File: src/rtl/fetch_queue.sv
// fetch_queue: instruction fetch stage with a small {pc, instruction} FIFO.
// Owns the fetch PC and drives the instruction memory every cycle. The
// memory returns its word combinationally, and that word is captured together
// with the PC of the fetch. Decode drains the FIFO over a valid/ready
// handshake. A redirect flushes every queued entry and restarts fetch at the
// new, word-aligned PC.
// Optional build macro FETCH_QUEUE_PERF_EN adds the fetch and flush event
// counters fetch_count_o and flush_count_o.
module fetch_queue #(
  parameter int                AWIDTH    = 32,
  parameter int                DWIDTH    = 32,
  parameter logic [AWIDTH-1:0] BASE_ADDR = 32'h0100_0000,
  parameter int                DEPTH     = 4
) (
  input  logic              clk,
  input  logic              rst,
  output logic [AWIDTH-1:0] imem_addr_o,
  output logic              imem_read_en_o,
  input  logic [DWIDTH-1:0] imem_data_i,
  input  logic              redirect_i,
  input  logic [AWIDTH-1:0] redirect_pc_i,
  output logic              insn_valid_o,
  input  logic              insn_ready_i,
  output logic [DWIDTH-1:0] insn_o,
  output logic [AWIDTH-1:0] pc_o
`ifdef FETCH_QUEUE_PERF_EN
  ,
  output logic [31:0]       fetch_count_o,
  output logic [31:0]       flush_count_o
`endif
);

  localparam int PTR_W = (DEPTH > 1) ? $clog2(DEPTH) : 1;
  localparam int CNT_W = $clog2(DEPTH + 1);

  localparam logic [PTR_W-1:0]  PTR_ONE = PTR_W'(1);
  localparam logic [CNT_W-1:0]  CNT_ONE = CNT_W'(1);
  localparam logic [CNT_W-1:0]  CNT_MAX = CNT_W'(DEPTH);
  localparam logic [AWIDTH-1:0] PC_STEP = AWIDTH'(4);

  // Control state
  logic [AWIDTH-1:0] fetch_pc;
  logic [PTR_W-1:0]  rd_ptr;
  logic [PTR_W-1:0]  wr_ptr;
  logic [CNT_W-1:0]  count;

  // Entry storage; never reset, the count qualifies what is readable
  logic [AWIDTH-1:0] pc_mem   [DEPTH];
  logic [DWIDTH-1:0] insn_mem [DEPTH];

  logic full;
  logic empty;
  logic push;
  logic pop;

  // Instructions are word aligned, so the low two redirect bits are dropped
  logic unused_redirect_lo;
  assign unused_redirect_lo = ^redirect_pc_i[1:0];

  // Queue status and handshake qualification
  always_comb begin
    full  = (count == CNT_MAX);
    empty = (count == '0);
    // A full queue blocks fetch even if decode pops this cycle (no bypass)
    push  = !rst && !redirect_i && !full;
    // Redirect wins over the handshake: the head shown that cycle is dropped
    pop   = !empty && insn_ready_i && !redirect_i;
  end

  // Memory interface: the address always follows the fetch PC
  always_comb begin
    imem_addr_o    = fetch_pc;
    imem_read_en_o = push;
  end

  // Head presentation, built only from registered state
  always_comb begin
    insn_valid_o = !empty;
    insn_o       = '0;
    pc_o         = '0;
    if (!empty) begin
      insn_o = insn_mem[rd_ptr];
      pc_o   = pc_mem[rd_ptr];
    end
  end

  // Fetch PC, pointers and occupancy; reset beats redirect, redirect beats traffic
  always_ff @(posedge clk) begin
    if (rst) begin
      fetch_pc <= BASE_ADDR;
      rd_ptr   <= '0;
      wr_ptr   <= '0;
      count    <= '0;
    end else if (redirect_i) begin
      fetch_pc <= {redirect_pc_i[AWIDTH-1:2], 2'b00};
      rd_ptr   <= '0;
      wr_ptr   <= '0;
      count    <= '0;
    end else begin
      if (push) begin
        wr_ptr   <= wr_ptr + PTR_ONE;
        // Wraps modulo 2^AWIDTH, so the last word rolls over to address 0
        fetch_pc <= fetch_pc + PC_STEP;
      end
      if (pop) begin
        rd_ptr <= rd_ptr + PTR_ONE;
      end
      case ({push, pop})
        2'b10:   count <= count + CNT_ONE;
        2'b01:   count <= count - CNT_ONE;
        default: count <= count;
      endcase
    end
  end

  // Capture the fetched word alongside the PC it came from
  always_ff @(posedge clk) begin
    if (push) begin
      pc_mem[wr_ptr]   <= fetch_pc;
      insn_mem[wr_ptr] <= imem_data_i;
    end
  end

`ifdef FETCH_QUEUE_PERF_EN
  logic [31:0] fetch_count;
  logic [31:0] flush_count;

  // Event counters: one per fetched word, one per redirect cycle out of reset
  always_ff @(posedge clk) begin
    if (rst) begin
      fetch_count <= '0;
      flush_count <= '0;
    end else begin
      if (push) begin
        fetch_count <= fetch_count + 32'd1;
      end
      if (redirect_i) begin
        flush_count <= flush_count + 32'd1;
      end
    end
  end

  assign fetch_count_o = fetch_count;
  assign flush_count_o = flush_count;
`endif

endmodule
File: config.mk
export PLATFORM = sky130hd
export DESIGN_NAME = fetch_queue
export DESIGN_NICKNAME = d
export VERILOG_FILES = /design/src/rtl/fetch_queue.sv
export SDC_FILE = /design/constraint.sdc
export NUM_CORES = 1
export LEC_CHECK = 0
export ABC_AREA = 0
export BUFFER_PORTS_ARGS = -buffer_cell sky130_fd_sc_hd__buf_4
export CORE_MARGIN = 4
export CORE_UTILIZATION = 52
export CTS_CLUSTER_SIZE = 16
export DETAILED_ROUTE_END_ITERATION = 6
export PLACE_DENSITY = 0.82
export SLEW_MARGIN = 15
export SYNTH_ARGS = -nofsm -noshare
export SYNTH_HDL_FRONTEND = slang
export SYNTH_SLANG_ARGS = --single-unit
File: constraint.sdc
create_clock -name clk -period 3.1 [get_ports clk]
set_input_delay 0.62 -clock clk [delete_from_list [all_inputs] [get_ports clk]]
set_output_delay 0.62 -clock clk [all_outputs]
set_load 0.1 [all_outputs]
* Word level (Yosys, flattened, before mapping) *
Memory sizes are Yosys's and may differ from the RTL's. A register that Yosys moved wholly into a read port is not among the register bits.
Index checks and enable logic that the tools add are counted.

storage, ports and cells
  memories kept = 2
  bits in read-only memories = 0
  input bits = 68
  latch bits = 0
  output and inout bits = 98
  word-level logic and storage cells = 38
  flip-flop bits (word level) = 39
  RAM bits = 256

memory list
  memory    depth  bits a word  read ports  clocked after Yosys merged registers in  wr ports  line  text
  insn_mem  4      32           1           1                                        1         49    logic [DWIDTH-1:0] insn_mem [DEPTH];
  pc_mem    4      32           1           1                                        1         48    logic [AWIDTH-1:0] pc_mem [DEPTH];

operators by class
  magnitude comparators = 0
  equal/unequal tests = 3
  shift operators = 0
  div/mod/pow operators = 0
  mux-type cells = 11
  bitwise operators = 0
  $mul = 0
  reductions and logical operators = 12
  add/sub/neg operators = 5

operator list
  cell                     number
  $mux W32                 4
  $add A32 B3 Y32 const B  1
  $mux W2                  4
  $pmux W3 S2              1
  $add A2 B1 Y2 const B    2
  $logic_and A1 B1 Y1      4
  $logic_not A1 Y1         4
  $reduce_bool A2 Y1       2
  $add A3 B1 Y3 const B    1
  $eq A3 B3 Y1 const B     1
  $logic_not A3 Y1         1
  $sub A3 B1 Y3 const B    1
  $eq A2 B1 Y1 const B     1
  $eq A2 B2 Y1 const B     1
  $mux W1                  2
  $reduce_or A2 Y1         1

* Depth between registers and ports, before layout *
Gate-level depths: netlist (run 1).

  depth after elaboration = 6
  depth in mapped cells = 9
  mapped depth without buffers = 8

* Worst setup path after synthesis (run 1) *
OpenSTA, ideal clock, no wires.

  kind = reg-to-output
  from = reg count[0]
  to = out insn_o[22]
  arrival time = 2.594 ns
  setup slack = -0.114 ns
  stages on the path, launching flop included = 5
  data required time = 2.480 ns
  cell sequence = dfxtp_1 or3_1 clkbuf_1 clkbuf_1 and2_1

on the way
  word-level cells in the longest chain between the ends = 2

ends and longest elaborated chain
  element                 line  text
  start, declared         45    logic [CNT_W-1:0] count;
  start signal, assigned  109   2'b10: count <= count + CNT_ONE;
  start signal, assigned  110   2'b01: count <= count - CNT_ONE;
  start signal, assigned  111   default: count <= count;
  $logic_not A3 Y1        63    empty = (count == '0);
  $mux W32                81    if (!empty) begin
  end, declared           24    output logic [DWIDTH-1:0] insn_o,

Every way passes these cells.

* Worst setup path in the final report (run 1) *
  from = reg count[0]
  to = out insn_o[23]

The elaborated chain is that of the path after synthesis.

==> results.json, run 1 <==
{
  "ys_ff_latch": 287,
  "grt_start_max_net_pins": 55,
  "synth-warning-count": 0,
  "ys_types": 51,
  "grt_pass1_vias": 6943,
  "cp_cell_sequence": "or3_2 > buf_12 > and2_1 > buf_4",
  "cts_tree": "done",
  "period_needed_ns": 2.93,
  "netlist.area_leader.share_pct": 63.4,
  "clk_path_buf_depth": 3,
  "die_h_um": 158,
  "peakVddDrop_mv": 0.357,
  "synth_edf_count": 248,
  "cp_slowest_stage_delay_ns": 0.72,
  "whs_endpoint": "insn_mem[0][0]$_DFFE_PP_",
  "layout_commonest_cell": "edfxtp_1",
  "synthArstFlopShare_pct": 0,
  "post_cts_buffers": 0,
  "fp.dieArea_sq_mm": 0.0250,
  "place_area_sq_mm": 0.0134,
  "synth.avg_cell_area_sq_um": 16.9,
  "io_pins": 166,
  "vias": 6882,
  "hp-class": "in -> reg",
  "synthesis.area_sq_mm": 0.0117,
  "ys_seq_area_share_pct": 70.1,
  "slew_violations": 0,
  "slowest_stage": "or3_2",
  "num_rows": 54,
  "grt_overflow": 0,
  "wl_per_cell_um": 21.6,
  "via_per_inst": 5.90,
  "cts_htree_levels": 1,
  "drive_gt1_share_pct": 33.7,
  "final_area_sq_mm": 0.0143,
  "fin_tns_setup_ns": 0,
  "drt_iter0_drc": 437,
  "cts_repair_resize_count": 0,
  "finalHoldViolations": 0,
  "critPathKind": "reg -> out",
  "crit_path_end_kind": "output pin",
  "cts.clk_slew.worst_paths_ns": 0.06,
  "dp_hpwl_um": 16000,
  "crit_path_start_kind": "register",
  "worstHoldStart": "imem_data_i[0]",
  "ant_nets": 0,
  "rrSetupSlack_ns": 0.56,
  "gr-usage-all-layers_pct": 20.2,
  "grt_antenna_before_repair": 0,
  "area_growth_syn_to_layout_pct": 22.2,
  "regToRegEndpoint": "imem_addr_o[23]$_SDFFE_PP0P_",
  "core_sq_mm": 0.0220,
  "port-buffer-count": 159,
  "fmaxAchievable_ghz": 0.341,
  "drt_wl_total_um": 25200,
  "tightest_slew_ns": 0.647,
  "critPathMaxFanout": 47,
  "layout_common_cells": "edfxtp_1 (248), buf_4 (174), and2_1 (64)",
  "fin_nets": 941,
  "drc": 0,
  "slew_headroom_pct": 56.7,
  "clockRootBuffer": "clkbuf_16",
  "drtPass1Iterations": 5,
  "outcome": "finished, final reports clean",
  "min_delay_path_depth": 1,
  "drv_cap": 0,
  "synthCells": 696,
  "synth.area.top_cells": "edfxtp_1 (63%), mux4_2 (12%), dfxtp_1 (6.6%), and2_1 (3.4%), nor2_1 (1.1%)",
  "cts_buffers": 29,
  "die_w_um": 158,
  "fin_crit_sh_pct": 94.6,
  "clock-sinks": 287,
  "required_ns": 2.48,
  "path_buf_inv": 2,
  "start_util_pct": 53.3,
  "path_delay_family": "simple AND/OR/NAND/NOR gates",
  "r2r_start": "imem_addr_o[5]$_SDFFE_PP0P_",
  "final-setup-viol-count": 0,
  "rr_worst_depth": 5,
  "crit_arrival_ns": 2.31,
  "antenna_cells": 0,
  "grt_pass1_wl_um": 38800,
  "place.gp.congestion": 0.899,
  "leakagePower_nw": 4.90,
  "cts-hold-fix-buffers": 0,
  "powerDensity_mw_per_mm2": 600,
  "yosysTopAreaCell": "edfxtp_1",
  "worstSkewPairLatency_ns": 0.53,
  "ys.flop_type": "edfxtp_1",
  "fin_skew_ns": 0.0116,
  "rsz0062_at_grt": "false"
}
## cell families (layout without fill, tap and decap cells)
logic type	after synthesis	in the layout	synth area share [%]
other cells	1	4	0.0319
simple gates	213	213	10.4
flops	287	287	70.1
buf+inv	59	247	2.16
mux	62	62	11.9
fa+ha+maj	7	7	0.810
compound gates	55	55	3.73
xor+xnor	12	12	0.895
## layer usage
metal | share of wire, % | global-route usage [%] | vias up
met5 | 0 | 0 | -
met4 | 2.1 | 5.52 | 0
met3 | 8.0 | 3.48 | 45
met2 | 50 | 33.9 | 294
met1 | 40 | 27.8 | 3430
li1 | - | - | 3113
## report_power, final
group	switching [mW]	internal, mW	total (mW)
registers	0.0822	4.30	4.38
logic	0.613	0.230	0.843
clock network	1.37	2.01	3.38
## registers in the layout, summed over array words and instances (netlist names), named ones only
name	flops
insn_mem	128
pc_mem	120
imem_addr_o	30
count	3
rd_ptr	2
wr_ptr	2
## worst register-to-register path, stage by stage (launching register included)
cell       delay, ns
dfxtp_1         0.57
nand4_1         0.25
or4_1           0.53
buf_4           0.23
o41a_1          0.44
a2111oi_1       0.39
## synthesized netlist by cell type, types with 8 or more instances
master and instances:
nand4_1 13, or4_1 12, nand3_1 13, clkbuf_1 29, or3_1 10, and2_1 64
nand2_1 22, edfxtp_1 248, o31ai_1 13, a311oi_1 12, dfxtp_1 39, nor4_1 11
inv_1 11, and3_1 10, nor2_1 35, buf_2 8, mux4_2 62
## worst max path at each step
stage | cells past startpoint | startpoint | endpoint
2_1_floorplan | 4 | count[0]$_SDFFE_PP0P_ | insn_mem[0][0]$_DFFE_PP_
3_3_place_gp | 9 | redirect_i | count[2]$_SDFFE_PP0P_
3_5_place_dp | 5 | imem_addr_o[5]$_SDFFE_PP0P_ | imem_addr_o[23]$_SDFFE_PP0P_
4_1_cts | 4 | count[0]$_SDFFE_PP0P_ | pc_o[24]
5_1_grt | 4 | count[0]$_SDFFE_PP0P_ | pc_o[17]
6_report | 4 | count[0]$_SDFFE_PP0P_ | insn_o[23]
## through the flow
stage / total power [mW] / setup WS, ns / utilization [%] / hold WS (ns) / std cells
floorplan: 5.03 / 0.0793 / - / 0.465 / 699
global placement: 5.29 / 0.701 / 60.9 / 0.479 / 1115
detailed placement: 5.31 / 0.631 / 60.9 / 0.493 / 1115
CTS: 8.67 / 0.125 / 65.1 / 0.268 / 1167
global route: 8.90 / 0.0538 / 65.1 / 0.267 / 1167
finish: 8.60 / 0.166 / 65.1 / 0.290 / 1167
## final cells by class
type	instances	area, sq um
fillers	1572	7680
inverters	12	45.0
repair buffers	183	1490
well taps	280	350
flip-flops and latches	287	8240
clock inverters	16	161
clock buffers	36	772
multi-input cells	353	3290
No activity file was read; power rests on OpenSTA's default activity.
==> run 2: changes to the inputs <==
ABC_AREA = 1   (was 0)
CORE_UTILIZATION = 46   (was 52)
PLACE_DENSITY = 0.75   (was 0.82)
==> run 2 against run 1 <==
Net effect: sequential power about the same; clock-buffer cell count up 3; sequential share of layout area down 2.1 points; setup slack worse by 0.025 ns; via count up 28%; critical path depth up 2; largest cell class unchanged.
==> results.json, run 2 <==
{
  "ys.flop_type": "edfxtp_1",
  "cts_htree_levels": 1,
  "final-setup-viol-count": 0,
  "ys_seq_area_share_pct": 68.0,
  "crit_top_cell": "nor2_1",
  "cts-hold-fix-buffers": 0,
  "powerDensity_mw_per_mm2": 587,
  "post_cts_buffers": 0,
  "grt_antenna_before_repair": 0,
  "crit_path_start_kind": "register",
  "synthCells": 1164,
  "multiInputGateArea_sq_mm": 0.00369,
  "synth_most_common_cell": "nor2_1",
  "port-buffer-count": 159,
  "drc": 0,
  "worstSkewPairLatency_ns": 0.54,
  "fin_tns_setup_ns": 0,
  "drive_gt1_share_pct": 22.6,
  "start_util_pct": 46.6,
  "drtPass1Iterations": 5,
  "slew_violations": 0,
  "antenna_cells": 0,
  "grt_pass1_vias": 8493,
  "synth.avg_cell_area_sq_um": 10.4,
  "cts_buffers": 29,
  "place.gp.congestion": 0.894,
  "synth_edf_count": 248,
  "crit_arrival_ns": 2.34,
  "grt_start_max_net_pins": 125,
  "gr-usage-all-layers_pct": 19.1,
  "synthArstFlopShare_pct": 0,
  "slowest_stage": "dfxtp_4",
  "fin_nets": 1383,
  "required_ns": 2.48,
  "fp.dieArea_sq_mm": 0.0290,
  "cts.clk_slew.worst_paths_ns": 0.06,
  "clk_path_buf_depth": 3,
  "cts_repair_resize_count": 0,
  "path_delay_family": "buffers and inverters",
  "grt_overflow": 0,
  "critPathMaxFanout": 124,
  "slew_headroom_pct": 44.8,
  "yosysTopAreaCell": "edfxtp_1",
  "min_delay_path_depth": 1,
  "peakVddDrop_mv": 0.353,
  "clock-sinks": 287,
  "synth.area.top_cells": "edfxtp_1 (62%), nor2_1 (10%), dfxtp_1 (6.4%), o21ai_0 (6.0%), a21oi_1 (4.1%)",
  "synth-warning-count": 0,
  "num_rows": 59,
  "fmaxAchievable_ghz": 0.338,
  "rr_worst_depth": 10,
  "netlist.area_leader.share_pct": 61.5,
  "path_buf_inv": 2,
  "hp-class": "in -> reg",
  "largest_reg_flops": 128,
  "cp_cell_sequence": "buf_12 > nor2_1 > nor2_1 > o21ai_0 > a21oi_2 > buf_4",
  "wl_per_cell_um": 17.1,
  "core_sq_mm": 0.0260,
  "layout_commonest_cell": "nor2_1",
  "ys_types": 33,
  "synthesis.area_sq_mm": 0.0121,
  "ys_ff_latch": 287,
  "area_growth_syn_to_layout_pct": 22.9,
  "crit_path_end_kind": "output pin",
  "die_h_um": 170,
  "fillers": 2140,
  "rsz0062_at_grt": "false",
  "drt_iter0_drc": 619,
  "fin_crit_sh_pct": 95.5,
  "period_needed_ns": 2.96,
  "drt_wl_total_um": 28400,
  "cp.depth": 6,
  "yosys-top-cells-count": "nor2_1 (331), edfxtp_1 (248), o21ai_0 (145)",
  "vias": 8798,
  "die_w_um": 170,
  "grt_pass1_wl_um": 44500,
  "timing.hold.ws_ns": 0.280,
  "finalHoldViolations": 0,
  "fin_total_pwr_mw": 8.73,
  "dp_hpwl_um": 16700,
  "ant_nets": 0,
  "via_per_inst": 5.28,
  "tightest_slew_ns": 0.829,
  "clockRootBuffer": "clkbuf_16",
  "cts_tree": "done",
  "seq_area_sq_mm": 0.00823,
  "fin_skew_ns": 0.0183,
  "largest-register": "insn_mem",
  "io_pins": 166,
  "drv_cap": 0,
  "critPathKind": "reg -> out",
  "cp_slowest_stage_delay_ns": 0.36,
  "layout_common_cells": "nor2_1 (327), edfxtp_1 (248), buf_4 (167)",
  "leakagePower_nw": 5.30,
  "outcome": "finished, final reports clean"
}
-- run 2: per-layer routing --
metal  track usage [%]  part of all wire (%)  up-vias
met5                 0                     0        -
met4              5.00                   2.0        0
met3              2.74                   6.4       45
met2              32.9                    49      292
li1                  -                     -     4292
met1              25.7                    42     4169
-- run 2: kinds of logic after synthesis --
kind of cell	after synthesis	synth area share (%)
simple gates	498	16.2
flops	287	68.0
compound gates	262	11.2
buf+inv	109	3.81
fa+ha+maj	7	0.786
other cells	1	0.0310
-- run 2: power breakdown --
group / switching (mW) / total (mW) / internal [mW]
Combinational: 0.689 / 0.903 / 0.214
Sequential: 0.0974 / 4.40 / 4.30
Clock: 1.38 / 3.42 / 2.04
Total: 2.17 / 8.73 / 6.55
-- run 2: cell type report --
type / instances / area share [%]
Sequential cell: 287 / 55.4
Multi-Input combinational cell: 771 / 24.8
Timing Repair Buffer: 175 / 9.51
Clock buffer: 39 / 5.33
Tap cell: 335 / 2.82
Inverter: 44 / 1.14
Clock inverter: 14 / 1.04
-- run 2: worst paths after layout --
kind	from	endpoint	slack (ns)
worst max-delay path	register	pc_o[14]	0.14
worst min-delay path	imem_data_i[21]	insn_mem[0][21]$_DFFE_PP_	0.28
worst max register to register	count[2]$_SDFFE_PP0P_	count[2]$_SDFFE_PP0P_	0.85
worst min register to register	rd_ptr[1]$_SDFFE_PP0P_	register	0.47
-- run 2: per-stage QoR --
stage	setup WS (ns)	std cells	instance area, sq um	util [%]
after global routing	0.00168	1665	14900	57.2
after detailed placement	0.550	1612	13900	53.6
final	0.141	1665	14900	57.2
after global placement	0.564	1612	13900	53.6
after floorplan	-0.228	1167	12400	-
after CTS	0.126	1665	14900	57.2
==> run 3: changes to the inputs <==
PLACE_DENSITY = not set   (was 0.75)
PLACE_DENSITY_LB_ADDON = 0.15   (was not set)
SLEW_MARGIN = 20   (was 15)
==> run 3 against run 2 <==
Net effect: setup slack gained 0.071 ns; critical path type unchanged; fmax increased by 2.5%; via count grew 0.43%; total power fell by 0.22%; wire length is 2.4% higher; largest power group unchanged; register-to-register slack better by 0.16 ns; worst hold slack gained 0.0025 ns; clock-buffer cell count down 1; critical endpoint is now insn_o[6]; sequential power barely moved; global-route usage grew 0.47 points.
==> results.json, run 3 (same netlist as run 2, synthesis figures left out) <==
{
  "fp.dieArea_sq_mm": 0.0290,
  "cts_tree": "done",
  "die_w_um": 170,
  "fin_skew_ns": 0.0105,
  "post-place-cells": 1614,
  "grt_start_max_net_pins": 125,
  "powerDensity_mw_per_mm2": 585,
  "drtPass1Iterations": 5,
  "drt_wl_total_um": 29100,
  "layout_commonest_cell": "nor2_1",
  "fin_tns_setup_ns": 0,
  "rr_worst_depth": 10,
  "antenna_cells": 0,
  "fillers": 2228,
  "drt_iter0_drc": 569,
  "cts-hold-fix-buffers": 0,
  "post_cts_buffers": 0,
  "gr-usage-all-layers_pct": 19.6,
  "worstHoldStart": "imem_data_i[9]",
  "critPathKind": "reg -> out",
  "grt_pass1_vias": 8459,
  "pre_cts_slack_ns": 0.541,
  "grt_antenna_before_repair": 0,
  "instances_no_fill": 1668,
  "grt_overflow": 0,
  "multiInputGateArea_sq_mm": 0.00369,
  "largest-register": "insn_mem",
  "crit_path_end_kind": "output pin",
  "required_ns": 2.48,
  "fin_nets": 1385,
  "crit_arrival_ns": 2.27,
  "rrSetupSlack_ns": 1.01,
  "rsz0062_at_grt": "false",
  "clk_path_buf_depth": 3,
  "grt_pass1_wl_um": 45400,
  "core_sq_mm": 0.0260,
  "port-buffer-count": 159,
  "cts_buffers": 29,
  "peakVddDrop_mv": 0.365,
  "start_util_pct": 46.6,
  "place.gp.congestion": 0.890,
  "dp_hpwl_um": 17300,
  "via_per_inst": 5.30,
  "drc": 0,
  "outcome": "finished, final reports clean",
  "drv_cap": 0,
  "clockRootBuffer": "clkbuf_16",
  "slew_headroom_pct": 42.7,
  "die_h_um": 170,
  "ant_nets": 0,
  "largest_reg_flops": 128,
  "clock-sinks": 287,
  "min_delay_path_depth": 1,
  "vias": 8836,
  "slew_violations": 0,
  "wl_per_cell_um": 17.5,
  "area_growth_syn_to_layout_pct": 22.9,
  "tightest_slew_ns": 0.859,
  "timing.final.ws_setup_ns": 0.212,
  "fin_crit_sh_pct": 93.2,
  "cts_htree_levels": 1,
  "crit_path_start_kind": "register",
  "critPathMaxFanout": 84,
  "seq_area_sq_mm": 0.00823,
  "hp-class": "in -> reg",
  "post-route-util_pct": 57.2,
  "final-setup-viol-count": 0,
  "drive_gt1_share_pct": 22.8,
  "worstSkewPairLatency_ns": 0.54,
  "cts_repair_resize_count": 0,
  "cts.clk_slew.worst_paths_ns": 0.06,
  "regToRegEndpoint": "count[2]$_SDFFE_PP0P_",
  "layout_common_cells": "nor2_1 (327), edfxtp_1 (248), buf_4 (170)",
  "num_rows": 59,
  "io_pins": 166,
  "timing.hold.ws_ns": 0.283,
  "finalHoldViolations": 0,
  "whs_endpoint": "insn_mem[0][9]$_DFFE_PP_",
  "fmaxAchievable_ghz": 0.346,
  "r2r_start": "count[0]$_SDFFE_PP0P_",
  "leakagePower_nw": 5.32,
  "period_needed_ns": 2.89
}
[run 3: cell count changes in the layout (fill, tap and decap cells not counted), sizes merged]
| cell | change |
|---|---|
| buf | +2 |
| clkinv | +5 |
| bufinv | -1 |
| clkinvlp | -3 |
| inv | +1 |
| clkbuf | -1 |
[run 3: critical path, cell delays in order, from the launching register on]
cell and delay (ns):
dfxtp_4 0.49, buf_12 0.37, nor2_1 0.10, nor2_1 0.11
o21ai_0 0.14, a21oi_2 0.17, buf_4 0.30
[run 3: cell type report]
type,instances,area share (%)
multi-input combinational,771,24.8
tap,335,2.82
clock inverter,16,0.909
clock buffer,38,5.45
timing repair buffer,177,9.52
sequential,287,55.4
inverter,44,1.14
[run 3: per-stage QoR]
stage | cell area (sq um) | total power [mW]
2_1_floorplan | 12400 | 5.11
3_3_place_gp | 13900 | 5.38
3_5_place_dp | 13900 | 5.39
4_1_cts | 14900 | 8.79
5_1_grt | 14900 | 8.99
6_report | 14900 | 8.71
[run 3: power by group]
group	leakage (nW)	switching (mW)	internal [mW]
Clock	0.468	1.40	2.00
Sequential	2.58	0.0990	4.30
Combinational	2.28	0.691	0.215
Total	5.32	2.19	6.52
[run 3: worst max path at each step]
stage / endpoint / slack, ns / cells after the start
6_report: insn_o[6] / 0.21 / 6
5_1_grt: insn_o[5] / 0.003 / 6
4_1_cts: pc_o[14] / 0.15 / 6
3_5_place_dp: imem_read_en_o / 0.54 / 5
3_3_place_gp: imem_read_en_o / 0.54 / 5
2_1_floorplan: insn_mem[0][0]$_DFFE_PP_ / -0.23 / 5
[run 3: per-layer routing]
layer / routed length [um] / GRT usage (%) / up-vias
li1: - / - / 4295
met1: 12700 / 27.2 / 4221
met2: 13900 / 32.5 / 272
met3: 1810 / 3.07 / 48
met4: 674 / 5.28 / 0
met5: 0 / 0 / -
